### config.mk
export PLATFORM = sky130hd
export DESIGN_NAME = cr_kme_thresh_fifo
export DESIGN_NICKNAME = d
export VERILOG_FILES = /design/src/rtl/cr_kme_thresh_fifo.sv
export SDC_FILE = /design/constraint.sdc
export NUM_CORES = 1
export LEC_CHECK = 0
export CORE_MARGIN = 5
export CORE_UTILIZATION = 30
export CTS_CLUSTER_DIAMETER = 100
export DETAILED_ROUTE_END_ITERATION = 12
export PLACE_DENSITY_LB_ADDON = 0.08
export SKIP_CTS_REPAIR_TIMING = 1
export SLEW_MARGIN = 20
export SYNTH_ARGS = -nofsm -noshare
export SYNTH_HDL_FRONTEND = slang
export SYNTH_SLANG_ARGS = --single-unit
### constraint.sdc
create_clock -name clk -period 5.8 [get_ports clk]
set_input_delay 1.74 -clock clk [delete_from_list [all_inputs] [get_ports clk]]
set_output_delay 1.74 -clock clk [all_outputs]
set_load 0.02 [all_outputs]
### src/rtl/cr_kme_thresh_fifo.sv
// Show-ahead flop FIFO with a programmable early-stall threshold, occupancy
// outputs, high-water mark and registered overflow/underflow pulses.
module cr_kme_thresh_fifo #(
  parameter int DATA_SIZE   = 128,
  parameter int FIFO_DEPTH  = 4,
  parameter int STALL_AT    = 0,
  parameter int OVERRIDE_EN = 0,
  localparam int CNT_W      = $clog2(FIFO_DEPTH + 1)
) (
  input  logic                 clk,
  input  logic                 rst_n,
  input  logic [DATA_SIZE-1:0] fifo_in,
  input  logic                 fifo_in_valid,
  output logic                 fifo_in_stall,
  input  logic                 fifo_in_stall_override,
  output logic [DATA_SIZE-1:0] fifo_out,
  output logic                 fifo_out_valid,
  input  logic                 fifo_out_ack,
  input  logic                 clear,
  output logic [CNT_W-1:0]     used_slots,
  output logic [CNT_W-1:0]     free_slots,
  output logic [CNT_W-1:0]     high_water,
  output logic                 fifo_overflow,
  output logic                 fifo_underflow
);

  localparam int               PTR_W     = $clog2(FIFO_DEPTH);
  localparam logic [PTR_W-1:0] LAST_PTR  = PTR_W'(FIFO_DEPTH - 1);
  localparam logic [CNT_W-1:0] DEPTH_CNT = CNT_W'(FIFO_DEPTH);
  localparam logic [CNT_W-1:0] STALL_CNT = CNT_W'(STALL_AT);
  localparam bit               OVR_ON    = (OVERRIDE_EN != 0);

  logic [DATA_SIZE-1:0] mem [FIFO_DEPTH];
  logic [PTR_W-1:0]     rptr, wptr;
  logic [CNT_W-1:0]     count, count_next, hw_next;
  logic                 full, empty, wen, ren;

  // Pointers wrap by explicit compare so any depth works, not just 2^n.
  function automatic logic [PTR_W-1:0] next_ptr(input logic [PTR_W-1:0] p);
    return (p == LAST_PTR) ? '0 : p + 1'b1;
  endfunction

  assign full           = (count == DEPTH_CNT);
  assign empty          = (count == '0);
  assign ren            = !empty && fifo_out_ack;
  assign wen            = fifo_in_valid && (!full || ren);

  assign fifo_out       = mem[rptr];
  assign fifo_out_valid = !empty;
  assign used_slots     = count;
  assign free_slots     = DEPTH_CNT - count;
  assign fifo_in_stall  = (free_slots <= STALL_CNT) && !(OVR_ON && fifo_in_stall_override);

  // NOTE: combinational blocks use blocking '=' with a default first, so no latch is inferred.
  always_comb begin
    count_next = count;
    if (clear)             count_next = '0;
    else if (wen && !ren)  count_next = count + 1'b1;
    else if (ren && !wen)  count_next = count - 1'b1;
    hw_next = high_water;
    if (clear)                        hw_next = '0;
    else if (count_next > high_water) hw_next = count_next;
  end

  // NOTE: sequential blocks use non-blocking '<='; control state gets the async reset.
  always_ff @(posedge clk or negedge rst_n) begin
    if (!rst_n) begin
      rptr           <= '0;
      wptr           <= '0;
      count          <= '0;
      high_water     <= '0;
      fifo_overflow  <= 1'b0;
      fifo_underflow <= 1'b0;
    end else begin
      count      <= count_next;
      high_water <= hw_next;
      if (clear) begin
        rptr           <= '0;
        wptr           <= '0;
        fifo_overflow  <= 1'b0;
        fifo_underflow <= 1'b0;
      end else begin
        if (wen) wptr <= next_ptr(wptr);
        if (ren) rptr <= next_ptr(rptr);
        fifo_overflow  <= fifo_in_valid && full && !ren;
        fifo_underflow <= fifo_out_ack && empty;
      end
    end
  end

  // NOTE: payload storage is deliberately not reset; valid is derived from count alone.
  always_ff @(posedge clk) begin
    if (wen && !clear) mem[wptr] <= fifo_in;
  end

endmodule

# Word-level counts from Yosys, hierarchy flattened

Memory sizes are Yosys's and may differ from the RTL's.
Cells that the tools add are included.

Word-level logic and storage cells: 50
Register bits after elaboration: 12
Output and inout port bits: 141
Memories: 1
Input port bits: 134
Memory bits (writable): 512

Reductions and logical operators: 18
Add/sub/neg operators: 5
Equality and inequality tests: 3
Magnitude comparators: 2
Multiplexer cells: 15

Memories:

| name | depth | width | read ports | clocked after memory_dff | wr ports | RTL line | RTL |
|---|---|---|---|---|---|---|---|
| mem  | 4     | 128   | 1          | 0                        | 1        | 33       | `logic [DATA_SIZE-1:0] mem [FIFO_DEPTH];` |

Operators with widths:

| operator              | count |
|---|---|
| $mux W3               | 5 |
| $mux W2               | 6 |
| $logic_and A1 B1 Y1   | 8 |
| $reduce_bool A2 Y1    | 3 |
| $logic_not A1 Y1      | 5 |
| $add A2 B1 Y2 const B | 2 |
| $eq A2 B2 Y1 const B  | 2 |
| $mux W1               | 4 |
| $add A3 B1 Y3 const B | 1 |
| $eq A3 B3 Y1 const B  | 1 |
| $gt A3 B3 Y1          | 1 |
| $le A3 B1 Y1 const B  | 1 |
| $logic_not A3 Y1      | 1 |
| $sub A3 B1 Y3 const B | 1 |
| $sub A3 B3 Y3 const A | 1 |
| $logic_or A1 B1 Y1    | 1 |

# Logic depth before layout (Yosys ltp)

Depth after elaboration: 13
Gate-level depth with buffers: 13
Depth with buffers taken out: 12

# Worst setup path before layout

OpenSTA, ideal clock, no wires.

Path kind: input to register
Start point: in fifo_out_ack
End point: mem mem[0][0] (enable)
Setup time: 0.503 ns
Buffers on the path: 1
Arrival: 5.128 ns
Required time: 5.297 ns
Slack: 0.169 ns
Stages on the path: 4
Path through: nand2b_4 buf_4 a21oi_1 and2_1

Cells in the longest elaborated chain, start to end: 6

RTL lines:

| item                          | RTL line | RTL |
|---|---|---|
| from (decl)                   | 18       | `input logic fifo_out_ack,` |
| $logic_and A1 B1 Y1           | 45       | `assign ren = !empty && fifo_out_ack;` |
| $logic_or A1 B1 Y1            | 46       | `assign wen = fifo_in_valid && (!full \|\| ren);` |
| $logic_and A1 B1 Y1           | 46       |  |
| $logic_and A1 B1 Y1           | 93       | `if (wen && !clear) mem[wptr] <= fifo_in;` |
| $mux W1                       | 93       |  |
| $mux W1 (implied by the code) | 93       |  |
| to (decl)                     | 33       |  |

No other way between the ends.

# Final worst setup path

Start point: reg rptr[0]
End point: out fifo_out[115]

Cells in the longest elaborated chain, start to end: 1

RTL lines:

| item                   | RTL line | RTL |
|---|---|---|
| from (decl)            | 34       | `logic [PTR_W-1:0] rptr, wptr;` |
| from (signal assigned) | 84       | `if (ren) rptr <= next_ptr(rptr);` |
| $mem_v2 Z4 W128        | -        |  |
| to (decl)              | 16       | `output logic [DATA_SIZE-1:0] fifo_out,` |

No other way between the ends.

==> reports/qor.csv <==
metric,value,unit
Worst Tran Pin Value,0.842,ns
clock sinks,524,
final instance area,25200,sq um
CTS tree,yes,
Pint,7.82,mW
number of flops mapped to enable cells by yosys,512,
synth warn,0,
syn_area_per_cell,25.4,sq um
Top-Level Pins,275,
area of placed instances,23400,sq um
Max Cap Violations,0,
core region area,64200,sq um
sequential share of power,42.5,%
top-count cell post-synth,edfxtp_1,
post-route clock period utilization,82.8,%
final hold slack,0.582,ns
Mapped Nets,910,
PD cells,428,nW/um^2
FMAX,0.208,GHz
CP Data Required Time,4.06,ns
Max transition margin,43.9,%
CP Capture Type,output port,
final wirelength,44.0,mm
combinational share of power,25.9,%
VDD IR max,0.331,mV
Initial DRC Count,481,
min-delay worst type,reg2reg,
Die Height,264,um
Switching Share,27.3,%
min Tclk post-route,4.80,ns
Die ar.,69700,sq um
P_sw,2.94,mW
"top cells by area, synth","edfxtp_1, mux4_2, dfrtp_1",
Post-synth ARST share,2.29,%
Final nets,1247,
Fin. Hold Viols,0,
Via density,4.45,
synth cell count leaders,"edfxtp_1, mux4_2, buf_2, ha_1",
Yosys top cell by area,edfxtp_1,
Clock Pin Slew Worst Setup and Hold Paths,0.06,ns
sequential-to-total area share from yosys stat,81.0,%
share of cells above drive strength 1,21.7,%
cells after synthesis,762,
"Top FF cell, synth",edfxtp_1,
Worst-Skew Late Latency,0.59,ns
CP max stage cell,dfrtp_4,
"slowest stage delay, CP",0.96,ns
area of the multi-input gates,3410,sq um
CP Class,reg2out,
vias in the first global route,9957,
drt first pass iters,4,
WL/cell,22.0,um
Num CTS Buffers,58,
Synth top area share,79.4,%
DRC viols,0,
die span in x,264,um
Vias,8909,
initial antenna violation count,0,
outcome,completed,
Clk pwr share,31.6,%
type of origin of the critical path,flip-flop,
Final HPWL DP,26.6,mm
Yosys reg bits,524,
port bufs,273,
P_leak,7.92,nW
Yosys cell types,32,
H-tree depth,2,
total congestion overflow,0,
Total GRT Usage,12.5,%
row count,93,
worst-path maximum fanout,32,
pin count of the biggest net entering global routing,71,
largest buffer count on any clock path,3,
register area,15700,sq um
RSZ-0062 raised after global routing,false,
final setup violation count,0,
Post-Synthesis Cell Area,19400,sq um
Routability Congestion,0.674,
Worst EP arrival,3.06,ns
"Critical Path, Cell by Cell","buf_4, mux4_2, clkdlybuf4s50_1",
Max Transition Viols Final,0,
fill count,5783,
first-pass GRT wire length,66.2,mm
clk_skew,0.0132,ns
"antenna viol nets, final",0,
Layout Area Growth over Synthesis,30.0,%
initial core utilization,30.1,%
clk root buf,clkbuf_16,
setup TNS,0,ns
==> per-stage QoR <==
stage,worst slack (ns),utilization [%],instances,power [mW]
after CTS,0.833,39.2,2000,11.0
after global placement,1.46,36.4,1894,7.53
after global routing,0.788,39.2,2000,11.3
after floorplan,0.169,-,762,6.25
after detailed placement,1.44,36.4,1894,7.53
final,1.00,39.2,2001,10.8
==> cell families (layout without fill, tap and decap cells) <==
kind of cell | after synthesis | in the layout | share of synthesized area [%]
compound gates | 19 | 19 | 0.737
xor+xnor | 1 | 1 | 0.0453
fa+ha+maj | 14 | 14 | 0.905
simple gates | 28 | 28 | 0.750
mux | 133 | 133 | 15.2
other cells | 0 | 1 | 0
buf+inv | 43 | 426 | 1.43
flops | 524 | 524 | 81.0
==> cell type report <==
type	instances	area share, %
clock buffers	76	6.12
flip-flops and latches	524	62.3
inverters	11	0.164
diodes	1	0.00994
repair buffers	309	12.7
well taps	855	4.25
multi-input cells	195	13.6
clock inverters	30	0.865
==> worst max-delay path, delay by kind of cell (launching register included) <==
family	cells	cell delay [ns]
buf+inv	2	0.96
flops	1	0.96
mux	1	0.52
==> path summary, 6_finish.rpt <==
path	cells after the start	slack [ns]	start	end
setup / recovery	3	1.0	rptr[0]	fifo_out[115]
hold / removal	2	0.58	high_water[0]	high_water[0]
setup reg to reg	7	2.75	used_slots[1]	mem[1][66]
hold reg to reg	2	0.58	high_water[0]	high_water[0]
max in group asynchronous	1	3.82	rst_n	rptr[0]
min in group asynchronous	1	1.54	rst_n	used_slots[0]
==> power by group through the flow <==
stage	Combinational, mW	Clock [mW]	Sequential, mW
final	2.79	3.40	4.57
after global placement	2.88	0	4.65
after CTS	2.88	3.54	4.58
after detailed placement	2.87	0	4.66
after global routing	2.99	3.70	4.60
after floorplan	1.66	0	4.59
==> layer usage <==
| metal | global-route usage, % | vias up | routed length, um |
|---|---|---|---|
| met5 | 0 | - | 0 |
| li1 | - | 3946 | - |
| met3 | 3.20 | 58 | 2330 |
| met4 | 3.27 | 0 | 827 |
| met2 | 20.2 | 195 | 21300 |
| met1 | 16.9 | 4710 | 19500 |
==> registers in the layout (all words and copies together) (netlist names) <==
signal          count
fifo_underflow      1
rptr                2
mem               512
wptr                2
used_slots          3
high_water          3
fifo_overflow       1
==> layout by cell type, fill, tap and decap left out, drive strengths merged, types with 3 or more instances in the layout <==
master	instances
bufinv	3
mux4	128
nand2	3
mux2i	5
inv	13
edfxtp	512
clkdlybuf4s50	273
and2	5
clkinv	24
nor2	12
a21oi	5
o21ai	3
buf	36
nand2b	4
clkbuf	76
ha	14
dfrtp	12
Note: power is estimated with default switching activity, not from simulation.
